===== src/rtl/cpu_bus_uart_if.sv =====
// CPU byte-bus view of the UART: the CPU drives direction, address and
// write data; the peripheral returns combinational read data and a hit flag.
interface cpu_bus_uart_if;
  logic        read;
  logic [15:0] address;
  logic [7:0]  wdata;
  logic [7:0]  rdata;
  logic        sel;

  modport master (output read, address, wdata, input rdata, sel);
  modport slave  (input read, address, wdata, output rdata, sel);
endinterface


===== src/rtl/cpu_bus_uart.sv =====
// Memory-mapped 8N1 UART: TX FIFO feeding a serializer, RX deserializer into
// a holding register with sticky flags, and a programmable bit divisor.
// Reads never change state; pops and flag clears happen only through writes.
module cpu_bus_uart #(
  parameter logic [15:0] BASE          = 16'hFF00,
  parameter int          TX_DEPTH_LOG2 = 2,
  parameter logic [15:0] DIV_RESET     = 16'd103
) (
  input  logic           clk,
  input  logic           rst,
  cpu_bus_uart_if.slave  bus,
  output logic           txd,
  input  logic           rxd,
  output logic           irq
);
  localparam int DEPTH = 2 ** TX_DEPTH_LOG2;
  localparam int PW    = TX_DEPTH_LOG2 + 1;
  localparam logic [PW-1:0] FULL_XOR = {1'b1, {TX_DEPTH_LOG2{1'b0}}};

  typedef enum logic [1:0] {TX_IDLE, TX_START, TX_DATA, TX_STOP} tx_state_t;
  typedef enum logic [1:0] {RX_IDLE, RX_START, RX_DATA, RX_STOP} rx_state_t;

  logic [15:0] div;
  logic        tx_ien, tx_ovf, rx_valid, rx_ovr, rx_ferr;
  logic [7:0]  rx_data;

  logic [7:0]    fifo_mem [DEPTH];
  logic [PW-1:0] wp, rp;
  logic          fifo_empty, fifo_full, fifo_push, tx_pop;
  logic [7:0]    fifo_head;

  tx_state_t   tx_state, tx_state_n;
  logic [15:0] tx_cnt, tx_cnt_n;
  logic [7:0]  tx_shift, tx_shift_n;
  logic [2:0]  tx_bit, tx_bit_n;
  logic        txd_n, tx_busy;

  logic        rx_meta, rx_sync;
  rx_state_t   rx_state, rx_state_n;
  logic [15:0] rx_cnt, rx_cnt_n, rx_half;
  logic [7:0]  rx_shift, rx_shift_n;
  logic [2:0]  rx_bit, rx_bit_n;
  logic        rx_done;

  logic [1:0]  offset;
  logic        wr, wr_data, wr_status, clr_valid;
  logic [7:0]  status;

  assign bus.sel    = (bus.address[15:2] == BASE[15:2]);
  assign offset     = bus.address[1:0];
  assign wr         = bus.sel && !bus.read;
  assign wr_data    = wr && (offset == 2'd0);
  assign wr_status  = wr && (offset == 2'd1);
  assign clr_valid  = wr_status && bus.wdata[2];

  assign fifo_empty = (wp == rp);
  assign fifo_full  = ((wp ^ rp) == FULL_XOR);
  assign fifo_head  = fifo_mem[rp[TX_DEPTH_LOG2-1:0]];
  // A full FIFO still accepts a byte when the serializer pops on the same edge.
  assign fifo_push  = wr_data && (!fifo_full || tx_pop);

  assign tx_busy = (tx_state != TX_IDLE);
  assign status  = {tx_ien, rx_ferr, tx_busy, tx_ovf, rx_ovr, rx_valid, fifo_empty, fifo_full};
  // Half a bit period, (div+1)>>1, without needing a 17-bit intermediate.
  assign rx_half = {1'b0, div[15:1]} + {15'd0, div[0]};

  // Read mux for the system bus; zero whenever this block is not addressed.
  always_comb begin
    bus.rdata = 8'h00;
    if (bus.sel) begin
      case (offset)
        2'd0: bus.rdata = rx_data;
        2'd1: bus.rdata = status;
        2'd2: bus.rdata = div[7:0];
        2'd3: bus.rdata = div[15:8];
      endcase
    end
  end

  // FIFO pointers advance independently so push and pop can share an edge.
  always_ff @(posedge clk) begin
    if (rst) begin
      wp <= '0;
      rp <= '0;
    end else begin
      if (fifo_push) wp <= wp + PW'(1);
      if (tx_pop)    rp <= rp + PW'(1);
    end
  end

  // FIFO storage needs no reset; the pointers define what is valid.
  always_ff @(posedge clk) begin
    if (fifo_push) fifo_mem[wp[TX_DEPTH_LOG2-1:0]] <= bus.wdata;
  end

  // Serializer state register; txd is registered so it never glitches.
  always_ff @(posedge clk) begin
    if (rst) begin
      tx_state <= TX_IDLE;
      tx_cnt   <= '0;
      tx_shift <= '0;
      tx_bit   <= '0;
      txd      <= 1'b1;
    end else begin
      tx_state <= tx_state_n;
      tx_cnt   <= tx_cnt_n;
      tx_shift <= tx_shift_n;
      tx_bit   <= tx_bit_n;
      txd      <= txd_n;
    end
  end

  // Serializer sequencing; the counter reloads from div at every bit boundary.
  always_comb begin
    tx_state_n = tx_state;
    tx_cnt_n   = tx_cnt;
    tx_shift_n = tx_shift;
    tx_bit_n   = tx_bit;
    txd_n      = txd;
    tx_pop     = 1'b0;
    case (tx_state)
      TX_IDLE: begin
        if (!fifo_empty) begin
          tx_pop     = 1'b1;
          tx_shift_n = fifo_head;
          tx_cnt_n   = div;
          tx_state_n = TX_START;
          txd_n      = 1'b0;
        end
      end
      TX_START: begin
        if (tx_cnt != 16'd0) tx_cnt_n = tx_cnt - 16'd1;
        else begin
          tx_cnt_n   = div;
          tx_bit_n   = 3'd0;
          tx_state_n = TX_DATA;
          txd_n      = tx_shift[0];
        end
      end
      TX_DATA: begin
        if (tx_cnt != 16'd0) tx_cnt_n = tx_cnt - 16'd1;
        else begin
          tx_cnt_n = div;
          if (tx_bit == 3'd7) begin
            tx_state_n = TX_STOP;
            txd_n      = 1'b1;
          end else begin
            tx_bit_n   = tx_bit + 3'd1;
            tx_shift_n = {1'b0, tx_shift[7:1]};
            txd_n      = tx_shift[1];
          end
        end
      end
      TX_STOP: begin
        if (tx_cnt != 16'd0) tx_cnt_n = tx_cnt - 16'd1;
        else if (!fifo_empty) begin
          tx_pop     = 1'b1;
          tx_shift_n = fifo_head;
          tx_cnt_n   = div;
          tx_state_n = TX_START;
          txd_n      = 1'b0;
        end else begin
          tx_state_n = TX_IDLE;
          txd_n      = 1'b1;
        end
      end
    endcase
  end

  // Two-flop synchronizer for the asynchronous receive line, idling high.
  always_ff @(posedge clk) begin
    if (rst) begin
      rx_meta <= 1'b1;
      rx_sync <= 1'b1;
    end else begin
      rx_meta <= rxd;
      rx_sync <= rx_meta;
    end
  end

  // Deserializer state register.
  always_ff @(posedge clk) begin
    if (rst) begin
      rx_state <= RX_IDLE;
      rx_cnt   <= '0;
      rx_shift <= '0;
      rx_bit   <= '0;
    end else begin
      rx_state <= rx_state_n;
      rx_cnt   <= rx_cnt_n;
      rx_shift <= rx_shift_n;
      rx_bit   <= rx_bit_n;
    end
  end

  // Deserializer: recheck the start bit at half-bit, then sample mid-bit.
  always_comb begin
    rx_state_n = rx_state;
    rx_cnt_n   = rx_cnt;
    rx_shift_n = rx_shift;
    rx_bit_n   = rx_bit;
    rx_done    = 1'b0;
    case (rx_state)
      RX_IDLE: begin
        if (!rx_sync) begin
          rx_cnt_n   = rx_half;
          rx_state_n = RX_START;
        end
      end
      RX_START: begin
        if (rx_cnt != 16'd0) rx_cnt_n = rx_cnt - 16'd1;
        else if (!rx_sync) begin
          rx_cnt_n   = div;
          rx_bit_n   = 3'd0;
          rx_state_n = RX_DATA;
        end else rx_state_n = RX_IDLE;
      end
      RX_DATA: begin
        if (rx_cnt != 16'd0) rx_cnt_n = rx_cnt - 16'd1;
        else begin
          rx_cnt_n   = div;
          rx_shift_n = {rx_sync, rx_shift[7:1]};
          if (rx_bit == 3'd7) rx_state_n = RX_STOP;
          else rx_bit_n = rx_bit + 3'd1;
        end
      end
      RX_STOP: begin
        if (rx_cnt != 16'd0) rx_cnt_n = rx_cnt - 16'd1;
        else begin
          rx_done    = 1'b1;
          rx_state_n = RX_IDLE;
        end
      end
    endcase
  end

  // Control registers and sticky flags; a set always wins over a clear.
  always_ff @(posedge clk) begin
    if (rst) begin
      div      <= DIV_RESET;
      tx_ien   <= 1'b0;
      tx_ovf   <= 1'b0;
      rx_valid <= 1'b0;
      rx_ovr   <= 1'b0;
      rx_ferr  <= 1'b0;
      rx_data  <= 8'h00;
      irq      <= 1'b0;
    end else begin
      if (wr && offset == 2'd2) div[7:0]  <= bus.wdata;
      if (wr && offset == 2'd3) div[15:8] <= bus.wdata;
      if (wr_status) tx_ien <= bus.wdata[7];
      if (rx_done) rx_data <= rx_shift;

      if (rx_done) rx_valid <= 1'b1;
      else if (clr_valid) rx_valid <= 1'b0;

      if (rx_done && rx_valid && !clr_valid) rx_ovr <= 1'b1;
      else if (wr_status && bus.wdata[3]) rx_ovr <= 1'b0;

      if (rx_done && !rx_sync) rx_ferr <= 1'b1;
      else if (wr_status && bus.wdata[6]) rx_ferr <= 1'b0;

      if (wr_data && fifo_full && !tx_pop) tx_ovf <= 1'b1;
      else if (wr_status && bus.wdata[4]) tx_ovf <= 1'b0;

      irq <= rx_valid | (fifo_empty & tx_ien);
    end
  end
endmodule

===== src/flat_wrapper.sv =====
// flat-port wrapper written by rule: the top's interface ports become plain ports
module cpu_bus_uart_flat 
#(
  parameter logic [15:0] BASE          = 16'hFF00,
  parameter int          TX_DEPTH_LOG2 = 2,
  parameter logic [15:0] DIV_RESET     = 16'd103
)
  (clk, rst, txd, rxd, irq, bus_read, bus_address, bus_wdata, bus_rdata, bus_sel);
  cpu_bus_uart_if bus_i ();
  input  logic clk;
  input  logic rst;
  output logic txd;
  input  logic rxd;
  output logic irq;
  input wire logic [$bits(bus_i.read)-1:0] bus_read;
  input wire logic [$bits(bus_i.address)-1:0] bus_address;
  input wire logic [$bits(bus_i.wdata)-1:0] bus_wdata;
  output wire logic [$bits(bus_i.rdata)-1:0] bus_rdata;
  output wire logic [$bits(bus_i.sel)-1:0] bus_sel;
  assign bus_i.read = bus_read;
  assign bus_i.address = bus_address;
  assign bus_i.wdata = bus_wdata;
  assign bus_rdata = bus_i.rdata;
  assign bus_sel = bus_i.sel;
  cpu_bus_uart #(.BASE(BASE), .TX_DEPTH_LOG2(TX_DEPTH_LOG2), .DIV_RESET(DIV_RESET)) u_core (.clk(clk), .rst(rst), .bus(bus_i), .txd(txd), .rxd(rxd), .irq(irq));
endmodule

===== config.mk =====
export PLATFORM = sky130hd
export DESIGN_NAME = cpu_bus_uart_flat
export DESIGN_NICKNAME = d
export VERILOG_FILES = /design/src/rtl/cpu_bus_uart_if.sv /design/src/rtl/cpu_bus_uart.sv /design/src/flat_wrapper.sv
export SDC_FILE = /design/constraint.sdc
export NUM_CORES = 1
export LEC_CHECK = 0
export ABC_AREA = 1
export BUFFER_PORTS_ARGS = -buffer_cell sky130_fd_sc_hd__buf_2
export CAP_MARGIN = 25
export CORE_MARGIN = 2
export CORE_UTILIZATION = 37
export DETAILED_ROUTE_END_ITERATION = 8
export PLACE_DENSITY = 0.54
export REMOVE_ABC_BUFFERS = 1
export SLEW_MARGIN = 20
export SYNTH_ARGS = -nofsm -noshare
export SYNTH_HDL_FRONTEND = slang
export SYNTH_SLANG_ARGS = --single-unit

===== constraint.sdc =====
create_clock -name clk -period 3.86 [get_ports clk]
set_input_delay 0.579 -clock clk [delete_from_list [all_inputs] [get_ports clk]]
set_output_delay 0.579 -clock clk [all_outputs]
set_load 0.02 [all_outputs]

Word-level counts from Yosys, hierarchy flattened
Memory sizes are Yosys's and may differ from the RTL's. A register that Yosys moved wholly into a read port is not among the register bits.
Index checks and enable logic that the tools add are counted.
Widths: inputs -> output; s select.
Operators by class
  $add $sub $neg: 7
  equality and inequality tests: 29
  mux-type cells: 64
  bitwise operators: 4
  reductions and logical operators: 43
Operators with widths (number)
  $mux 16: 8
  $pmux 16 s4: 1
  $pmux 16 s3: 1
  $mux 8: 5
  $pmux 8 s4: 1
  $reduce_bool 16->1: 2
  $sub 16x1->16 const B: 2
  $mux 2: 13
  $pmux 8 s3: 1
  $ne 2x2->1 const B: 11
  $mux 1: 21
  $mux 3: 7
  $add 15x1->16: 1
  $pmux 2 s4: 2
  $logic_and 1x1->1: 15
  $reduce_and 5->1: 3
  $eq 14x14->1 const B: 1
  $reduce_bool 2->1: 7
  $add 3x1->3 const B: 4
  $eq 2x2->1 const B: 6
  $pmux 3 s2: 2
  $reduce_and 4->1: 3
  $eq 3x3->1 const B: 3
  $eq 2x1->1 const B: 3
  other kinds (16): 24
Word-level totals
  register bits: 97
  bits in writable memories: 32
  output and inout bits: 11
  memories: 1
Memories
  u_core.fifo_mem: depth 4, width 8, read ports 1, clocked after Yosys merged registers in 1, write ports 1, RTL line cpu_bus_uart.sv:27  | logic [7:0] fifo_mem [DEPTH];

Longest topological paths before layout
Gate-level depths: netlist of the first run.
  depth after elaboration: 8
  gate-level depth with buffers: 13
  gate-level depth less buffers: 13

Worst setup path before layout of the first run
OpenSTA, ideal clock, no wires.
  kind: input-to-output
  from: input bus_address[7]
  to: output bus_rdata[6]
  data arrival time: 1888 ps
  data required time: 3281 ps
  slack: 1393 ps
  stages: 6
  buffers on the path: 1
  path through: nor2_1 > nand4_1 > nor2_1 > clkbuf_1 > o21ai_0 > a31oi_1
Between the ends
  word-level cells in the longest chain between the ends: 2
RTL lines
  from (decl): RTL line flat_wrapper.sv:16  | input wire logic [$bits(bus_i.address)-1:0] bus_address;
  $eq 14x14->1: RTL line cpu_bus_uart.sv:49  | assign bus.sel = (bus.address[15:2] == BASE[15:2]);
  via bus_sel: RTL line flat_wrapper.sv:19  | output wire logic [$bits(bus_i.sel)-1:0] bus_sel;
  $mux 8: RTL line cpu_bus_uart.sv:70  | if (bus.sel) begin
  to (decl): RTL line flat_wrapper.sv:18  | output wire logic [$bits(bus_i.rdata)-1:0] bus_rdata;
The timed path passes the listed nets, and every way through them passes these cells.

Worst setup path in the final report of the first run
  from: register u_core.tx_state[1]
  to: output bus_rdata[5]
Between the ends
  word-level cells in the longest chain between the ends: 3
RTL lines
  from (decl): RTL line cpu_bus_uart.sv:32  | tx_state_t tx_state, tx_state_n;
  from (signal assigned): RTL line cpu_bus_uart.sv:105  | tx_state <= tx_state_n;
  $reduce_bool 2->1: RTL line cpu_bus_uart.sv:62  | assign tx_busy = (tx_state != TX_IDLE);
  $pmux 8 s4: RTL line cpu_bus_uart.sv:71  | case (offset)
  $mux 8: RTL line cpu_bus_uart.sv:70
No other way between the ends.

==> flow_summary.toml, run 1 <==
[status]
status = "completed"

[yosys]
synth_edf_count = 32
synthDistinctLibCells = 40
synth_ff_type = "dfxtp_1"
synthesis.area_mm2 = 0.00755
async_flop_share = 0
syn_avg_cell_area_um2 = 7.17
synthTopCellsByArea = "dfxtp_1 26%, edfxtp_1 13%, nand2_1 11%, o21ai_0 6.6%, nor2_1 6.2%"
synth_top_cell_area_share = 0.262
yosys.area.top_type = "dfxtp_1"
syn_inst = 1053
yosysWarnings = 0
yosysSeqAreaShare = 0.390
ys_ff_latch = 131

[clocking]
cts_buffers = 17
postCtsSetupBuffers = 0
cts_sinks = 131
clock-root-buffer = "clkbuf_16"
clkLatencyLatePin_ns = 0.43
cts_max_level = 4
cts_tree = "yes"
cts_buffer_depth = 2
clkTransAtPathRegs_ns = 0.06
ctsHoldBuffers = 0
ctsResizeCount = 0

[global_routing]
grt_pass1_vias = 6629
grtUsageTotal = 0.202
grt_max_degree = 57
grt-ovfl-total = 0
antenna_found_initial = 0
grt_pass1_wl_mm = 34.7

[finish]
num-fill-cells = 2110
layout_common_cells = "231 x nand2_1, 125 x nor2_1, 106 x inv_1, 100 x o21ai_0, 99 x dfxtp_1"
layout-drive-gt1-share = 0.0988
final_common_cell = "nand2_1"
fin_nets = 1131
syn_to_final_growth_pct = 13.2
diodes = 0

[power]
share_comb_of_total_power = 0.423
p_sw_uw = 2430
ir_worst_vdd_uv = 348
powerDensity_mw_per_mm2 = 674
p_leak_uw = 0.00354
p_total_uw = 5760
power.internal_uw = 3340
power.switching_fraction = 0.421
power_frac_seq = 0.291
clockPowerShare = 0.286

[sta]
finClkSkew_ns = 0.0114
fin_crit_ns = 2.83
timing.final.crit_share = 0.733
tns_ns = 0
max-slew-margin-rel = 0.420
setup_viol = 0
rsz0062_at_grt = "false"
finalMaxSlewViolations = 0
max_freq_mhz = 354
finalHoldViolCount = 0
tightest_slew_ns = 0.864

[floorplanning]
start_util = 0.376
die_h_um = 147
die_x_um = 147
core_area_mm2 = 0.0201
rows = 52
dieArea_mm2 = 0.0216
io_pins = 39

[setup_path]
max_stage_delay_ns = 0.36
r2r_start = "u_core.wp[0]"
start_kind = "flip-flop"
timing.rr.end = "u_core.fifo_mem[1][1]"
crit_fanout = 26
critPathKind = "reg -> out"
end_kind = "primary output"
critPathSlowestCell = "a221oi_1"
regToRegSetupSlack_ns = 1.35
crit_chain = "inv_1 > ha_1 > clkinv_1 > buf_4 > a221oi_1 > a21oi_1 > buf_2"
arrival_ns = 2.25
ff2ff_path_depth = 8
required_ns = 3.28

[detailed_routing]
wire_per_inst_um = 15.8
viasPerCell = 5.14
vias = 7003
drtIter0Drc = 464
drc = 0
postRouteAntennaNets = 0
wl_mm = 21.5
detailedRoute.firstPassIterationCount = 6

[hold_path]
min_path_type = "in -> reg"
hp-start = "rxd"
holdPathStages = 2
whs_endpoint = "u_core.rx_meta"

[placement]
dpl.hpwl_mm = 15.2
gp_congestion = 0.867
port-buffer-count = 38

[job]
drv_cap = 0
## per-stage QoR
stage / worst slack (ns) / utilization / cell area [um2] / cells / hold WS (ns)
4_1_cts: 1.04 / 0.426 / 8560 / 1363 / 0.318
5_1_grt: 0.853 / 0.426 / 8560 / 1363 / 0.323
3_5_place_dp: 1.27 / 0.396 / 7960 / 1331 / 0.398
2_1_floorplan: 1.31 / - / 7370 / 1016 / 0.389
3_3_place_gp: 1.32 / 0.396 / 7960 / 1331 / 0.392
6_report: 1.03 / 0.426 / 8560 / 1363 / 0.332
## routing by layer
layer  wire length, um  vias to the layer above  track usage
li1                  -                     3573            -
met2             10400                      147        0.342
met5                 0                        -            0
met1             10000                     3258        0.268
met3               802                       25       0.0320
met4               302                        0       0.0558
## cell families (layout without fill, tap and decap cells)
family	Yosys count	count (layout)	synth area share
multiplexers	7	7	0.00927
flip-flops	131	131	0.390
adder cells (fa/ha/maj)	23	23	0.0381
XOR/XNOR	29	29	0.0336
AO/OA/AOI/OAI	240	240	0.177
AND/OR/NAND/NOR	475	475	0.273
buffers and inverters	148	188	0.0790
## power groups by stage
stage               clock network [uW]  logic, uW  registers (uW)
finish                            1650       2440            1680
global route                      1740       2780            1700
CTS                               1680       2450            1680
detailed placement                   0       2430            1710
global placement                     0       2430            1710
floorplan                            0       1880            1680
## flip-flops by register name (all words and copies together), names as in the netlist, 8 cells and up, named ones only
name             count
u_core.tx_shift      8
u_core.div          16
u_core.fifo_mem     32
u_core.rx_cnt       16
u_core.rx_shift      8
u_core.rx_data       8
u_core.tx_cnt       16
## cell usage after synthesis (2+ instances only)
master and number:
clkinv_1 2, o32ai_1 7, nor2_1 125, clkbuf_1 26
a21oi_1 93, mux2i_1 7, edfxtp_1 32, nor2_2 6
buf_2 6, nand2_1 231, a221oi_1 6, nor3_4 2
nand4_1 15, nand2_4 4, a211oi_1 11, xor2_1 22
o21a_1 2, ha_1 23, o211ai_1 17, buf_6 2
xnor2_1 7, o21ai_0 100, or2_2 4, nor3_1 11
inv_2 3, nand3_1 65, nor2_4 4, nand2_2 5
inv_1 106, dfxtp_1 99
## critical path, delay by kind of cell (launching register included)
kind,cells,cell delay [ns]
compound gates,2,0.51
fa+ha+maj,1,0.26
buf+inv,4,0.72
flops,1,0.33
## worst max-delay path by stage
stage                            endpoint          startpoint  slack (ns)
finish                       bus_rdata[5]  u_core.tx_state[1]        1.03
global route                 bus_rdata[1]        u_core.wp[2]        0.85
CTS                          bus_rdata[5]  u_core.tx_state[1]        1.04
detailed placement  u_core.fifo_mem[1][4]        u_core.wp[0]        1.27
global placement    u_core.fifo_mem[1][1]      bus_address[1]        1.32
floorplan                    bus_rdata[6]      bus_address[7]        1.31
## final cells by class
type	instances	area, um2	share of cell area
tap	270	338	0.0395
multi-input combinational	774	4020	0.469
clock buffer	19	464	0.0543
inverter	111	417	0.0487
sequential	131	2940	0.344
clock inverter	13	136	0.0159
timing repair buffer	45	243	0.0284
No activity file was read; power rests on OpenSTA's default activity.
==> inputs of run 2 (changes only) <==
==> constraint.sdc (replaced) <==
create_clock -name clk -period 2.7 [get_ports clk]
set_input_delay 0.405 -clock clk [delete_from_list [all_inputs] [get_ports clk]]
set_output_delay 0.405 -clock clk [all_outputs]
set_load 0.02 [all_outputs]
==> flow_summary.toml, run 2 (same netlist as run 1, synthesis figures left out) <==
[status]
status = "completed"

[setup_path]
critPathKind = "reg -> out"
arrival_ns = 2.03
start_kind = "flip-flop"
required_ns = 2.30
critPathSlowestCell = "a221oi_1"
crit_chain = "inv_1 > ha_1 > clkinv_1 > a221oi_1 > a21oi_1 > buf_2"
max_stage_delay_ns = 0.38
crit_fanout = 4
regToRegSetupSlack_ns = 0.47
timing.rr.end = "u_core.rx_cnt[10]"
cp.buffers_inverters = 3
ff2ff_path_depth = 10
cp-startpoint = "u_core.tx_state[1]"
r2r_start = "u_core.div[1]"
end_kind = "primary output"
crit_family = "buffers and inverters"
cp-endpoint = "bus_rdata[5]"
path_depth = 6

[detailed_routing]
postRouteAntennaNets = 0
drtIter0Drc = 478
detailedRoute.firstPassIterationCount = 8
wl_mm = 22.0
viasPerCell = 5.12
drc = 0
vias = 7035
wire_per_inst_um = 16.0

[power]
p_leak_uw = 0.00361
powerDensity_mw_per_mm2 = 959
ir_worst_vdd_uv = 473
p_total_uw = 8300

[global_routing]
grt_pass1_wl_mm = 35.7
antenna_found_initial = 0
grtUsageTotal = 0.208
grt_pass1_vias = 6766
grt_max_degree = 42
grt-ovfl-total = 0

[floorplanning]
die_x_um = 147
dieArea_mm2 = 0.0216
die_h_um = 147
core_area_mm2 = 0.0201
rows = 52
start_util = 0.376
io_pins = 39

[sta]
finClkSkew_ns = 0.00966
setup_viol = 0
finalMaxSlewViolations = 0
timing.final.crit_share = 0.902
max-slew-margin-rel = 0.533
max_freq_mhz = 411
tightest_slew_ns = 0.700
tns_ns = 0
finalHoldViolCount = 0
rsz0062_at_grt = "false"
fin_crit_ns = 2.43

[finish]
fin_nets = 1143
post-route-util = 0.430
layout-drive-gt1-share = 0.109
largest_reg_flops = 32
layout_common_cells = "231 x nand2_1, 125 x nor2_1, 106 x inv_1, 100 x o21ai_0, 99 x dfxtp_1"
final_common_cell = "nand2_1"
fin_cells = 1375
diodes = 0
syn_to_final_growth_pct = 14.6

[clocking]
ctsHoldBuffers = 0
cts_sinks = 131
cts_max_level = 4
ctsResizeCount = 0
cts_buffer_depth = 2
clkTransAtPathRegs_ns = 0.06
cts_buffers = 17
postCtsSetupBuffers = 0
clkLatencyLatePin_ns = 0.43
clock-root-buffer = "clkbuf_16"
cts_tree = "yes"

[placement]
gp_congestion = 0.877
dpl.hpwl_mm = 15.5
dp.cells = 1343
port-buffer-count = 38

[hold_path]
min_path_type = "in -> reg"

[job]
drv_cap = 0
[run 2: changes by cell type in the layout (fill, tap and decap cells not counted)]
cell        before  now
inv_4            0    1
buf_4            7   18
clkinv_4         4    2
buf_12           0    1
inv_6            6    9
clkinvlp_4       1    0
inv_8            1    0
[run 2: power breakdown]
| group | switching, uW | internal, uW |
|---|---|---|
| Combinational | 2310 | 1220 |
| Clock | 982 | 1380 |
| Sequential | 195 | 2220 |
[run 2: how the worst min path moves through the flow]
stage | start | end | slack [ns] | cells past startpoint
floorplan | u_core.rx_meta | u_core.rx_sync | 0.39 | 1
global placement | u_core.rx_meta | u_core.rx_sync | 0.39 | 1
detailed placement | u_core.rx_meta | u_core.rx_sync | 0.40 | 1
CTS | rxd | u_core.rx_meta | 0.15 | 2
global route | rxd | u_core.rx_meta | 0.14 | 2
finish | rxd | u_core.rx_meta | 0.16 | 2
[run 2: cell type report]
type / count / area, um2
Clock buffer: 19 / 464
Clock inverter: 13 / 133
Fill cell: 2078 / 11400
Inverter: 111 / 417
Multi-Input combinational cell: 774 / 4020
Sequential cell: 131 / 2940
Tap cell: 270 / 338
Timing Repair Buffer: 57 / 345
[run 2: through the flow]
stage	hold slack, ns	worst slack [ns]	cell area [um2]
2_1_floorplan	0.389	0.290	7370
3_3_place_gp	0.392	0.528	8060
3_5_place_dp	0.397	0.510	8060
4_1_cts	0.152	0.252	8650
5_1_grt	0.142	0.147	8650
6_report	0.160	0.265	8650
[run 2: metal layers]
metal	GRT usage	part of all wire	vias to the layer above
met5	0	0	-
met4	0.0601	0.014	0
met3	0.0466	0.049	30
met2	0.346	0.47	169
met1	0.273	0.47	3253
li1	-	-	3583
[run 2: worst register-to-register path: stages (launching register included)]
cell	delay (ns)
dfxtp_1	0.50
ha_1	0.24
ha_1	0.18
nand2_1	0.07
nor2_1	0.31
nand3_1	0.15
nor2_1	0.24
nand3_1	0.11
a21oi_1	0.14
a21oi_1	0.10
a21oi_1	0.13
